[src/rtl/div_unit.sv]
// Iterative radix-2 restoring divider for RV32M DIV/DIVU/REM/REMU.
// Valid/ready request and response handshakes; divide-by-zero and signed overflow resolve on accept.
module div_unit #(
  parameter int WIDTH = 32
) (
  input  logic             clk,
  input  logic             rst,
  input  logic             flush,
  input  logic             req_valid,
  output logic             req_ready,
  input  logic [1:0]       req_op,
  input  logic [WIDTH-1:0] req_din1,
  input  logic [WIDTH-1:0] req_din2,
  output logic             resp_valid,
  input  logic             resp_ready,
  output logic [WIDTH-1:0] resp_dout
);

  // state | meaning
  // IDLE  | waiting for a request, req_ready=1
  // BUSY  | one restoring iteration per edge, WIDTH edges
  // FIX   | apply result sign, register resp_dout
  // DONE  | result held until resp_ready

  localparam int CW = $clog2(WIDTH) + 1;

  typedef enum logic [1:0] {IDLE, BUSY, FIX, DONE} state_t;

  state_t           state_q, state_d;
  logic [CW-1:0]    cnt_q;
  logic [WIDTH-1:0] quo_q, rem_q, dvs_q;
  logic             is_rem_q, neg_res_q;
  logic [WIDTH-1:0] resp_dout_q;

  logic             accept, signed_op, is_rem, a_neg, b_neg;
  logic             div_zero, ovf, special;
  logic [WIDTH-1:0] a_mag, b_mag, special_res, fix_val;
  logic [WIDTH:0]   shifted, trial;
  logic             ge;

  assign req_ready  = (state_q == IDLE);
  assign resp_valid = (state_q == DONE);
  assign resp_dout  = resp_dout_q;

  assign accept    = req_valid & req_ready & ~flush;
  assign signed_op = ~req_op[0];
  assign is_rem    = req_op[1];
  assign a_neg     = signed_op & req_din1[WIDTH-1];
  assign b_neg     = signed_op & req_din2[WIDTH-1];
  assign a_mag     = a_neg ? -req_din1 : req_din1;
  assign b_mag     = b_neg ? -req_din2 : req_din2;
  assign div_zero  = (req_din2 == '0);
  assign ovf       = signed_op & (req_din1 == {1'b1, {(WIDTH-1){1'b0}}}) & (req_din2 == '1);
  assign special   = div_zero | ovf;

  always_comb begin
    special_res = '0;
    if (div_zero)
      special_res = is_rem ? req_din1 : '1;
    else if (ovf)
      special_res = is_rem ? '0 : req_din1;
  end

  // Remainder always stays below the divisor, so the trial result fits WIDTH bits when taken.
  assign shifted = {rem_q, quo_q[WIDTH-1]};
  assign ge      = (shifted >= {1'b0, dvs_q});
  assign trial   = shifted - {1'b0, dvs_q};

  always_comb begin
    fix_val = is_rem_q ? rem_q : quo_q;
    if (neg_res_q)
      fix_val = -fix_val;
  end

  always_ff @(posedge clk) begin
    if (rst)
      state_q <= IDLE;
    else
      state_q <= state_d;
  end

  always_comb begin
    state_d = state_q;
    case (state_q)
      IDLE: if (accept) state_d = special ? DONE : BUSY;
      BUSY: if (cnt_q == CW'(1)) state_d = FIX;
      FIX:  state_d = DONE;
      DONE: if (resp_ready) state_d = IDLE;
      default: state_d = IDLE;
    endcase
    if (flush)
      state_d = IDLE;
  end

  always_ff @(posedge clk) begin
    if (rst) begin
      cnt_q       <= '0;
      quo_q       <= '0;
      rem_q       <= '0;
      dvs_q       <= '0;
      is_rem_q    <= 1'b0;
      neg_res_q   <= 1'b0;
      resp_dout_q <= '0;
    end else begin
      case (state_q)
        IDLE: begin
          if (accept) begin
            is_rem_q  <= is_rem;
            neg_res_q <= is_rem ? a_neg : (a_neg ^ b_neg);
            quo_q     <= a_mag;
            dvs_q     <= b_mag;
            rem_q     <= '0;
            cnt_q     <= CW'(WIDTH);
            if (special)
              resp_dout_q <= special_res;
          end
        end
        BUSY: begin
          rem_q <= ge ? trial[WIDTH-1:0] : shifted[WIDTH-1:0];
          quo_q <= {quo_q[WIDTH-2:0], ge};
          cnt_q <= cnt_q - CW'(1);
        end
        FIX: resp_dout_q <= fix_val;
        default: ;
      endcase
    end
  end

endmodule

[config.mk]
export PLATFORM = sky130hd
export DESIGN_NAME = div_unit
export DESIGN_NICKNAME = d
export VERILOG_FILES = /design/src/rtl/div_unit.sv
export SDC_FILE = /design/constraint.sdc
export NUM_CORES = 1
export LEC_CHECK = 0
export CAP_MARGIN = 20
export CORE_UTILIZATION = 25
export CTS_CLUSTER_SIZE = 24
export DETAILED_ROUTE_END_ITERATION = 10
export GPL_TIMING_DRIVEN = 1
export HOLD_SLACK_MARGIN = 0.06
export PLACE_DENSITY_LB_ADDON = 0.1
export SLEW_MARGIN = 20
export SYNTH_ARGS = -nofsm -noshare
export SYNTH_HDL_FRONTEND = slang
export SYNTH_SLANG_ARGS = --single-unit
[constraint.sdc]
create_clock -name clk -period 3.7 [get_ports clk]
set_input_delay 0.925 -clock clk [delete_from_list [all_inputs] [get_ports clk]]
set_output_delay 0.925 -clock clk [all_outputs]
set_load 0.03 [all_outputs]
# Word-level counts from Yosys, hierarchy flattened
# Cells that the tools add are included.
dict set report word_totals {
  elab_cells 67
  reg_bits 138
}
dict set report classes {
  n_lt_le_gt_ge 1
  addsub 5
  muxes 24
  eq_ne 10
  n_reduce_logical 9
  n_bitwise 10
}
# operator count
set ops {}
lappend ops {{32-bit two-way mux} 13}
lappend ops {{32-bit case mux with 2 select lines} 3}
lappend ops {{32-bit negator} 3}
lappend ops {{32-bit equality test, second input constant} 2}
lappend ops {{33-bit by 32-bit >= comparator with 1-bit output} 1}
lappend ops {{32-bit logical NOT} 1}
lappend ops {{32-bit subtractor} 1}
lappend ops {{6-bit case mux with 2 select lines} 1}
lappend ops {{2-bit two-way mux} 4}
lappend ops {{2-bit case mux with 4 select lines} 1}
lappend ops {{1-bit AND} 6}
lappend ops {{6-bit by 1-bit equality test with 1-bit output, second input constant} 1}
lappend ops {{6-bit two-way mux} 1}
lappend ops {{2-bit by 1-bit inequality test with 1-bit output, second input constant} 3}
lappend ops {{3-bit AND reduction} 2}
lappend ops {{6-bit by 1-bit subtractor with 6-bit output, second input constant} 1}
lappend ops {{2-bit equality test, second input constant} 2}
lappend ops {{2-bit AND reduction} 2}
lappend ops {{2-bit nonzero test} 2}
lappend ops {{2-bit by 1-bit equality test with 1-bit output, second input constant} 1}
lappend ops {{2-bit logical NOT} 1}
lappend ops {{2-bit inequality test, second input constant} 1}
lappend ops {{1-bit NOT} 2}
lappend ops {{2-bit OR reduction} 1}
lappend ops {{other kinds (3)} 3}

# Depth between registers and ports, before layout
# Gate-level depths: netlist (run 1).
dict set report logic_depth {
  word_depth 8
  depth_mapped 15
}

# Worst setup path before layout (run 1)
# Ideal clock, no wire load.
dict set report synth_timing {
  kind {register to register}
  from {register is_rem_q}
  to {register resp_dout_q[28] (netlist: resp_dout[28])}
  arrival_time_ns 3.425
  period_less_slack_ns 3.547
  setup_time_ns 0.122
  n_path_buf 5
  setup_slack_ns 0.153
  stages_incl_launch_ff 16
  cell_sequence {dfxtp_1 -> buf_6 -> buf_2 -> buf_1 -> buf_2 -> buf_2 -> mux2i_1 -> ha_1 -> o221ai_1 -> o41ai_2 -> o21ai_0 -> a21o_1 -> a21oi_1 -> xor2_1 -> a22oi_1 -> o21ai_1}
}
dict set report synth_via {
  elab_chain_cells 4
}
# element line
set synth_lines {}
lappend synth_lines {{from (decl)} 32} ;# logic is_rem_q, neg_res_q;
lappend synth_lines {{from (signal assigned)} 108} ;# is_rem_q <= is_rem;
lappend synth_lines {{32-bit two-way mux *} 70} ;# fix_val = is_rem_q ? rem_q : quo_q;
lappend synth_lines {{32-bit negator} 72} ;# fix_val = -fix_val;
lappend synth_lines {{32-bit two-way mux *} 71} ;# if (neg_res_q)
lappend synth_lines {{32-bit case mux with 2 select lines *} 105} ;# case (state_q)
lappend synth_lines {{to (signal assigned)} 115} ;# resp_dout_q <= special_res;
lappend synth_lines {{to (signal assigned)} 123} ;# FIX: resp_dout_q <= fix_val;
lappend synth_lines {{to (decl)} 33} ;# logic [WIDTH-1:0] resp_dout_q;
# Mark *: on every way between the ends. The rest lies on a longest branch, timed or not.
# A chain may end at the register's enable or synchronous reset.

# Worst setup path after layout (run 1)
dict set report layout_timing {
  from {input req_din1[24]}
  to {register resp_dout_q[13] (netlist: resp_dout[13])}
}
dict set report layout_via {
  elab_chain_cells 8
  word_cells_on_any_way 11
  classes_between {2 x eq/ne; 5 x mux; 3 x bitwise; 1 x reduce/logical}
}
# element line
set layout_lines {}
lappend layout_lines {{from (decl)} 12} ;# input logic [WIDTH-1:0] req_din1,
lappend layout_lines {{32-bit equality test *} 53} ;# assign ovf = signed_op & (req_din1 == {1'b1, {(WIDTH-1){1'b0}}}) & (req_din2 == '1);
lappend layout_lines {{1-bit AND * (2 in series)} 53}
lappend layout_lines {{32-bit two-way mux} 60} ;# else if (ovf)
lappend layout_lines {{32-bit two-way mux} 58} ;# if (div_zero)
lappend layout_lines {{32-bit two-way mux} 114} ;# if (special)
lappend layout_lines {{32-bit two-way mux} 107} ;# if (accept) begin
lappend layout_lines {{32-bit case mux with 2 select lines} 105}
# Mark *: on every way between the ends. The rest lies on a longest branch, timed or not. The select of a mux whose other input is x is not followed.

==> summary.txt, run 1 <==
Run status
  – Status: finished clean

Critical path
  – CP delay by family, top: simple AND/OR/NAND/NOR gates
  – Critical Path RT: 4.08 ns
  – Critical path type: in -> reg
  – CP Cell Sequence: clkdlybuf4s50_1 -> or4_1 -> nor4_1 -> buf_4 -> nand4_1 -> nor4_1 -> buf_4 -> o21ai_2 -> and2_1 -> or3_4 -> o21bai_1 -> o21ai_0
  – Crit-path max FO: 12
  – CP max-delay cell: or4_1
  – Max stage delay on crit path: 0.58 ns
  – Setup crit end kind: register
  – Number of buffers and inverters on the critical path: 3
  – CP startpoint kind: input pin
  – CP arrival: 3.88 ns

Placement
  – Detail Placement HPWL: 31100 um
  – Pre-CTS WS: -0.250 ns
  – PortBufs: 104
  – Gpl congestion: 0.844

Die
  – Die width: 206 um
  – Core area: 0.0409 mm^2
  – Starting Density: 25.4%
  – I/O pins: 105
  – Die area: 0.0424 mm^2
  – FP Rows: 74
  – Chip height: 206 um

Global routing
  – Largest net degree at the start of global routing: 69
  – Number of global-route vias before repair: 10316
  – Total gr overflow: 0
  – Antenna violations before repair: 1
  – First-pass GRT wire length: 60600 um
  – Total track usage: 18.9%

Clocking
  – # hold bufs at CTS: 0
  – CTS tree: built
  – Worst-path clk slew: 0.06 ns
  – Root Buffer: clkbuf_16
  – CTS Sinks: 138
  – Number of post-CTS setup repair buffers: 0
  – H-Tree Depth: 4
  – Total CTS buffers: 17
  – Longest Clk Path Bufs: 2
  – Clk_lat worst skew: 0.45 ns

Routing
  – Drt first-iter violations: 637
  – Drt first pass iters: 5
  – Via count: 10726
  – Antenna Nets Post-Route: 0
  – Final wirelength: 39200 um
  – Post-DR vias/cell: 5.00
  – Avg WL per Cell: 18.3 um
  – Post-route DRC violation count: 0

Logic synthesis
  – Mapped Cells: 1419
  – Synthesis Warnings: 0
  – Unique masters post-synth: 75
  – Synth Flop Type: dfxtp_1
  – Top post-synthesis cells by area: dfxtp_1 27%, nand2_1 6.5%, nor2_1 5.7%
  – Count leader, synth: nand2_1
  – Seq/Total Area, Yosys: 26.6%
  – Area of the mapped netlist: 0.0104 mm^2
  – Post-synth EDFFs: 0
  – Leading area contributor after synthesis: dfxtp_1
  – Synth Register Bits: 138
  – Average size of a mapped cell: 7.33 um^2
  – Synth top area share: 26.6%
  – Commonest cells post-synth: 180 x nand2_1, 157 x nor2_1, 138 x dfxtp_1
  – Syn nets: 1533
  – Ys async rst share: 0%

Finish
  – Fin nets: 1715
  – Syn-to-layout area delta: 29.7%
  – FILL cells: 4455
  – Layout cells sized above 1: 12.7%

STA
  – Setup Skew: 0.00894 ns
  – Fin worst setup slack: 0.193 ns
  – Final setup fails: 0
  – RSZ-0062 raised after global routing: no
  – Worst-Margin Slew: 0.771 ns
  – Fmax: 285 MHz
  – Final Critical Period: 3.51 ns
  – Fin Setup TNS: 0 ns
  – Slew HR: 48.4%
  – Hold Vio Cnt, Final: 0
  – Slew Viols, Final: 0
  – Final period utilization: 94.8%

Pwr
  – Pleak: 5.05 nW
  – Total power: 4.47 mW
  – Cell area power density: 331 mW/mm^2
  – Maximum VDD drop: 0.319 mV

Worst hold path
  – Worst hold path type: reg -> reg

Run
  – Max-cap violation count: 0
kinds of logic (layout without fill, tap and decap cells):
family,after synthesis,in the layout,share of synthesized area [%]
buffers and inverters,135,329,5.16
and+or+nand+nor,526,526,23.8
AOI/OAI and AO/OA,419,419,25.3
DFF,138,138,26.6
other,0,1,0
adders and majority gates,43,43,5.25
xor gates and xnor gates,109,109,9.18
muxes,49,49,4.78
sequential cells by signal, indices dropped and copies added, names as in the netlist:
signal	flops
resp_dout	32
neg_res_q	1
state_q	2
cnt_q	6
dvs_q	32
quo_q	32
rem_q	32
is_rem_q	1
path summary, 6_finish.rpt:
check / from / to / slack (ns) / cells past startpoint
setup / recovery: req_din1[24] / resp_dout[13] / 0.19 / 12
hold / removal: dvs_q[31] / dvs_q[31] / 0.47 / 2
setup reg to reg: rem_q[8] / rem_q[24] / 0.35 / 12
hold reg to reg: dvs_q[31] / dvs_q[31] / 0.47 / 2
repair_timing:
action | CTS | global route
hold endpoints to repair | 0 | 0
setup endpoints to repair | 0 | 12
gates resized for setup | 0 | 1
routing by layer:
layer	GRT usage (%)	up-vias	wire (um)
met5	0	-	0
met4	6.46	0	854
met3	2.46	39	1170
met2	29.5	186	17700
met1	26.4	5063	19400
li1	-	5438	-
tightest hold or removal path, cell delays in order, from the launching register on:
cell and delay [ns]:
dfxtp_1 0.31, nand2_1 0.06, a21oi_1 0.05
final cells by class:
type | instances | area (um^2) | area share, %
Sequential cell | 138 | 2760 | 20.5
Timing Repair Buffer | 242 | 2110 | 15.7
Tap cell | 532 | 666 | 4.93
Inverter | 56 | 210 | 1.56
Multi-Input combinational cell | 1146 | 7130 | 52.8
Antenna cell | 1 | 2.50 | 0.0185
Clock buffer | 23 | 468 | 3.47
Clock inverter | 8 | 143 | 1.06
metrics by stage:
stage                     cells  area, um^2  utilization [%]  hold WS [ns]
after floorplan            1419       10400                -         0.432
after global placement     2114       12900             31.4         0.454
after detailed placement   2114       12900             31.4         0.463
after CTS                  2145       13500             32.9         0.472
after global routing       2145       13500             33.0         0.480
final                      2146       13500             33.0         0.467
power by group:
part / switching (mW) / internal [mW]
Combinational: 0.578 / 0.433
Clock: 0.702 / 1.16
Sequential: 0.0562 / 1.54
Total: 1.34 / 3.13
cells in the final DEF (no fill, tap or decap), drive strengths merged, types with 9 or more instances in the layout:
master         netlist  layout
or3                 16      16
nand3               24      24
clkbuf              59      23
nor3b               15      15
nor4                15      15
xnor2               56      56
nor2               157     157
clkdlybuf4s50        0     103
o211ai              35      35
mux2i               47      47
nor3                43      43
a211oi              30      30
and3                10      10
a21oi              116     116
nand2b               9       9
a21o                21      21
xor2                53      53
o21ai              125     125
o31ai               13      13
nand2              180     180
dfxtp              138     138
buf                 20     139
nand4               15      15
nor2b               14      14
inv                 55      55
ha                  42      42
Power figures use the tool's default switching activity.
==> run 2, diff against run 1 <==
--- a/config.mk
+++ b/config.mk
@@ -11,7 +11,7 @@
 export DETAILED_ROUTE_END_ITERATION = 10
 export GPL_TIMING_DRIVEN = 1
 export HOLD_SLACK_MARGIN = 0.06
-export PLACE_DENSITY_LB_ADDON = 0.1
+export PLACE_DENSITY = 0.54
 export SLEW_MARGIN = 20
 export SYNTH_ARGS = -nofsm -noshare
 export SYNTH_HDL_FRONTEND = slang
==> summary.txt, run 2 (same netlist as run 1, synthesis figures left out) <==
Finish
  – FILL cells: 4405
  – Fin nets: 1701
  – Number of diodes: 0
  – Fin cells: 2131
  – Layout cells sized above 1: 12.1%
  – Commonest non-fill, non-tap cell in the layout: nand2_1
  – Syn-to-layout area delta: 28.4%
  – Commonest cells after routing, fill and taps aside: 180 x nand2_1, 155 x nor2_1, 137 x dfxtp_1, 123 x buf_4, 115 x a21oi_1

Critical path
  – Number of buffers and inverters on the critical path: 3
  – CP delay by family, top: compound AO/OA/AOI/OAI gates
  – Max stage delay on crit path: 0.51 ns
  – Crit-path max FO: 14
  – CP startpoint kind: register
  – Critical Path Sink: rem_q[7]
  – Critical Path RT: 4.00 ns
  – Crit path launch: rem_q[8]
  – Cell depth of the worst setup path: 12
  – Critical path type: reg -> reg
  – R2r setup slk: 0.18 ns
  – CP max-delay cell: a221oi_1
  – Path depth of the worst reg2reg path: 12
  – R2r startpoint: rem_q[8]
  – Worst R2R End: rem_q[7]
  – Setup crit end kind: register
  – CP arrival: 3.82 ns
  – CP Cell Sequence: ha_1 -> and4_1 -> a221oi_1 -> inv_1 -> a221oi_1 -> a211oi_1 -> o21ai_1 -> nand2_1 -> buf_4 -> buf_4 -> mux2i_1 -> o21ai_0

Routing
  – Via count: 10702
  – Avg WL per Cell: 17.3 um
  – Post-DR vias/cell: 5.02
  – Drt first pass iters: 5
  – Antenna Nets Post-Route: 0
  – Final wirelength: 36800 um
  – Drt first-iter violations: 700
  – Post-route DRC violation count: 0

Placement
  – Detail Placement HPWL: 29200 um
  – Placed cells: 2100
  – Pre-CTS WS: -0.510 ns
  – Gpl congestion: 0.888
  – PortBufs: 104

Clocking
  – H-Tree Depth: 4
  – Clk_lat worst skew: 0.42 ns
  – Number of post-CTS setup repair buffers: 0
  – CTS tree: built
  – Worst-path clk slew: 0.06 ns
  – Total CTS buffers: 17
  – Longest Clk Path Bufs: 2
  – Root Buffer: clkbuf_16
  – CTS Sinks: 138
  – # hold bufs at CTS: 0

STA
  – Slew Viols, Final: 0
  – Hold Vio Cnt, Final: 0
  – Final Critical Period: 3.52 ns
  – Slew HR: 43.7%
  – Fmax: 284 MHz
  – Setup Skew: 0.00976 ns
  – Final period utilization: 95.2%
  – Fin worst setup slack: 0.178 ns
  – Final setup fails: 0
  – Worst-Margin Slew: 0.842 ns
  – RSZ-0062 raised after global routing: no

Global routing
  – Number of global-route vias before repair: 10442
  – Total track usage: 17.7%
  – First-pass GRT wire length: 58600 um
  – Largest net degree at the start of global routing: 64
  – Antenna violations before repair: 0
  – Total gr overflow: 0

Die
  – Chip height: 206 um
  – Core area: 0.0409 mm^2
  – Die width: 206 um
  – Die area: 0.0424 mm^2
  – Starting Density: 25.4%
  – FP Rows: 74
  – I/O pins: 105

Pwr
  – Cell area power density: 324 mW/mm^2
  – Pleak: 4.96 nW
  – Total power: 4.32 mW
  – Sw frac: 30.8%
  – Maximum VDD drop: 0.318 mV
  – Combinational Power Share: 23.1%
  – P_sw: 1.33 mW
  – Reg power frac: 36.8%
  – Share of power burned in the clock network: 40.0%
  – Internal: 2.99 mW

Run status
  – Status: finished clean

Run
  – Max-cap violation count: 0

Worst hold path
  – Hold depth: 2
  – Worst hold path type: reg -> reg
-- run 2: cell types whose count changed in the layout (fill, tap and decap cells not counted), moves of 2 or more --
cell / before / now
clkbuf_1: 4 / 1
bufinv_16: 4 / 2
clkinvlp_4: 1 / 4
clkinv_4: 0 / 2
buf_4: 136 / 123
-- run 2: tightest hold or removal path, delay by kind of cell, from the launching register on --
family / cells / cell delay, ns
AOI/OAI and AO/OA: 1 / 0.05
DFF: 1 / 0.31
and+or+nand+nor: 1 / 0.05
-- run 2: worst min-delay path by stage --
stage | endpoint | slack [ns] | startpoint
floorplan | dvs_q[31] | 0.43 | dvs_q[31]
finish | dvs_q[31] | 0.46 | dvs_q[31]
CTS | dvs_q[31] | 0.46 | dvs_q[31]
detailed placement | dvs_q[31] | 0.45 | dvs_q[31]
global route | dvs_q[31] | 0.50 | dvs_q[31]
global placement | dvs_q[31] | 0.44 | dvs_q[31]
-- run 2: cell type report --
cell class | count | area [um^2] | area share, %
tap | 532 | 666 | 4.99
timing repair buffer | 228 | 1990 | 14.9
inverter | 56 | 210 | 1.57
clock inverter | 11 | 123 | 0.919
multi-input combinational | 1146 | 7130 | 53.4
clock buffer | 20 | 457 | 3.42
sequential | 138 | 2760 | 20.7
-- run 2: metrics by stage --
step	setup TNS (ns)	hold slack [ns]	util [%]	cell area, um^2
2_1_floorplan	0	0.432	-	10400
4_1_cts	0	0.461	32.6	13300
5_1_grt	0	0.501	32.6	13300
3_5_place_dp	-13.46	0.452	31.2	12800
6_report	0	0.463	32.6	13300
3_3_place_gp	-9.23	0.443	31.2	12800
-- run 2: power by group through the flow --
stage,registers [mW],logic [mW],clock network [mW]
after floorplan,1.61,0.631,0
after global placement,1.62,0.989,0
after detailed placement,1.63,0.994,0
after CTS,1.59,0.999,1.77
after global routing,1.60,1.11,1.82
final,1.59,1.00,1.73
-- run 2: repair_timing --
item                       CTS  global route
setup endpoints to repair    3             2
pin swaps                    0             0
gates resized for setup      1             1
-- run 2: routing by layer --
layer	up-vias	GRT usage (%)	wire (um)
met4	0	5.33	699
met1	5024	23.7	17300
met5	-	0	0
met3	34	2.90	1690
met2	229	28.8	17100
li1	5415	-	-
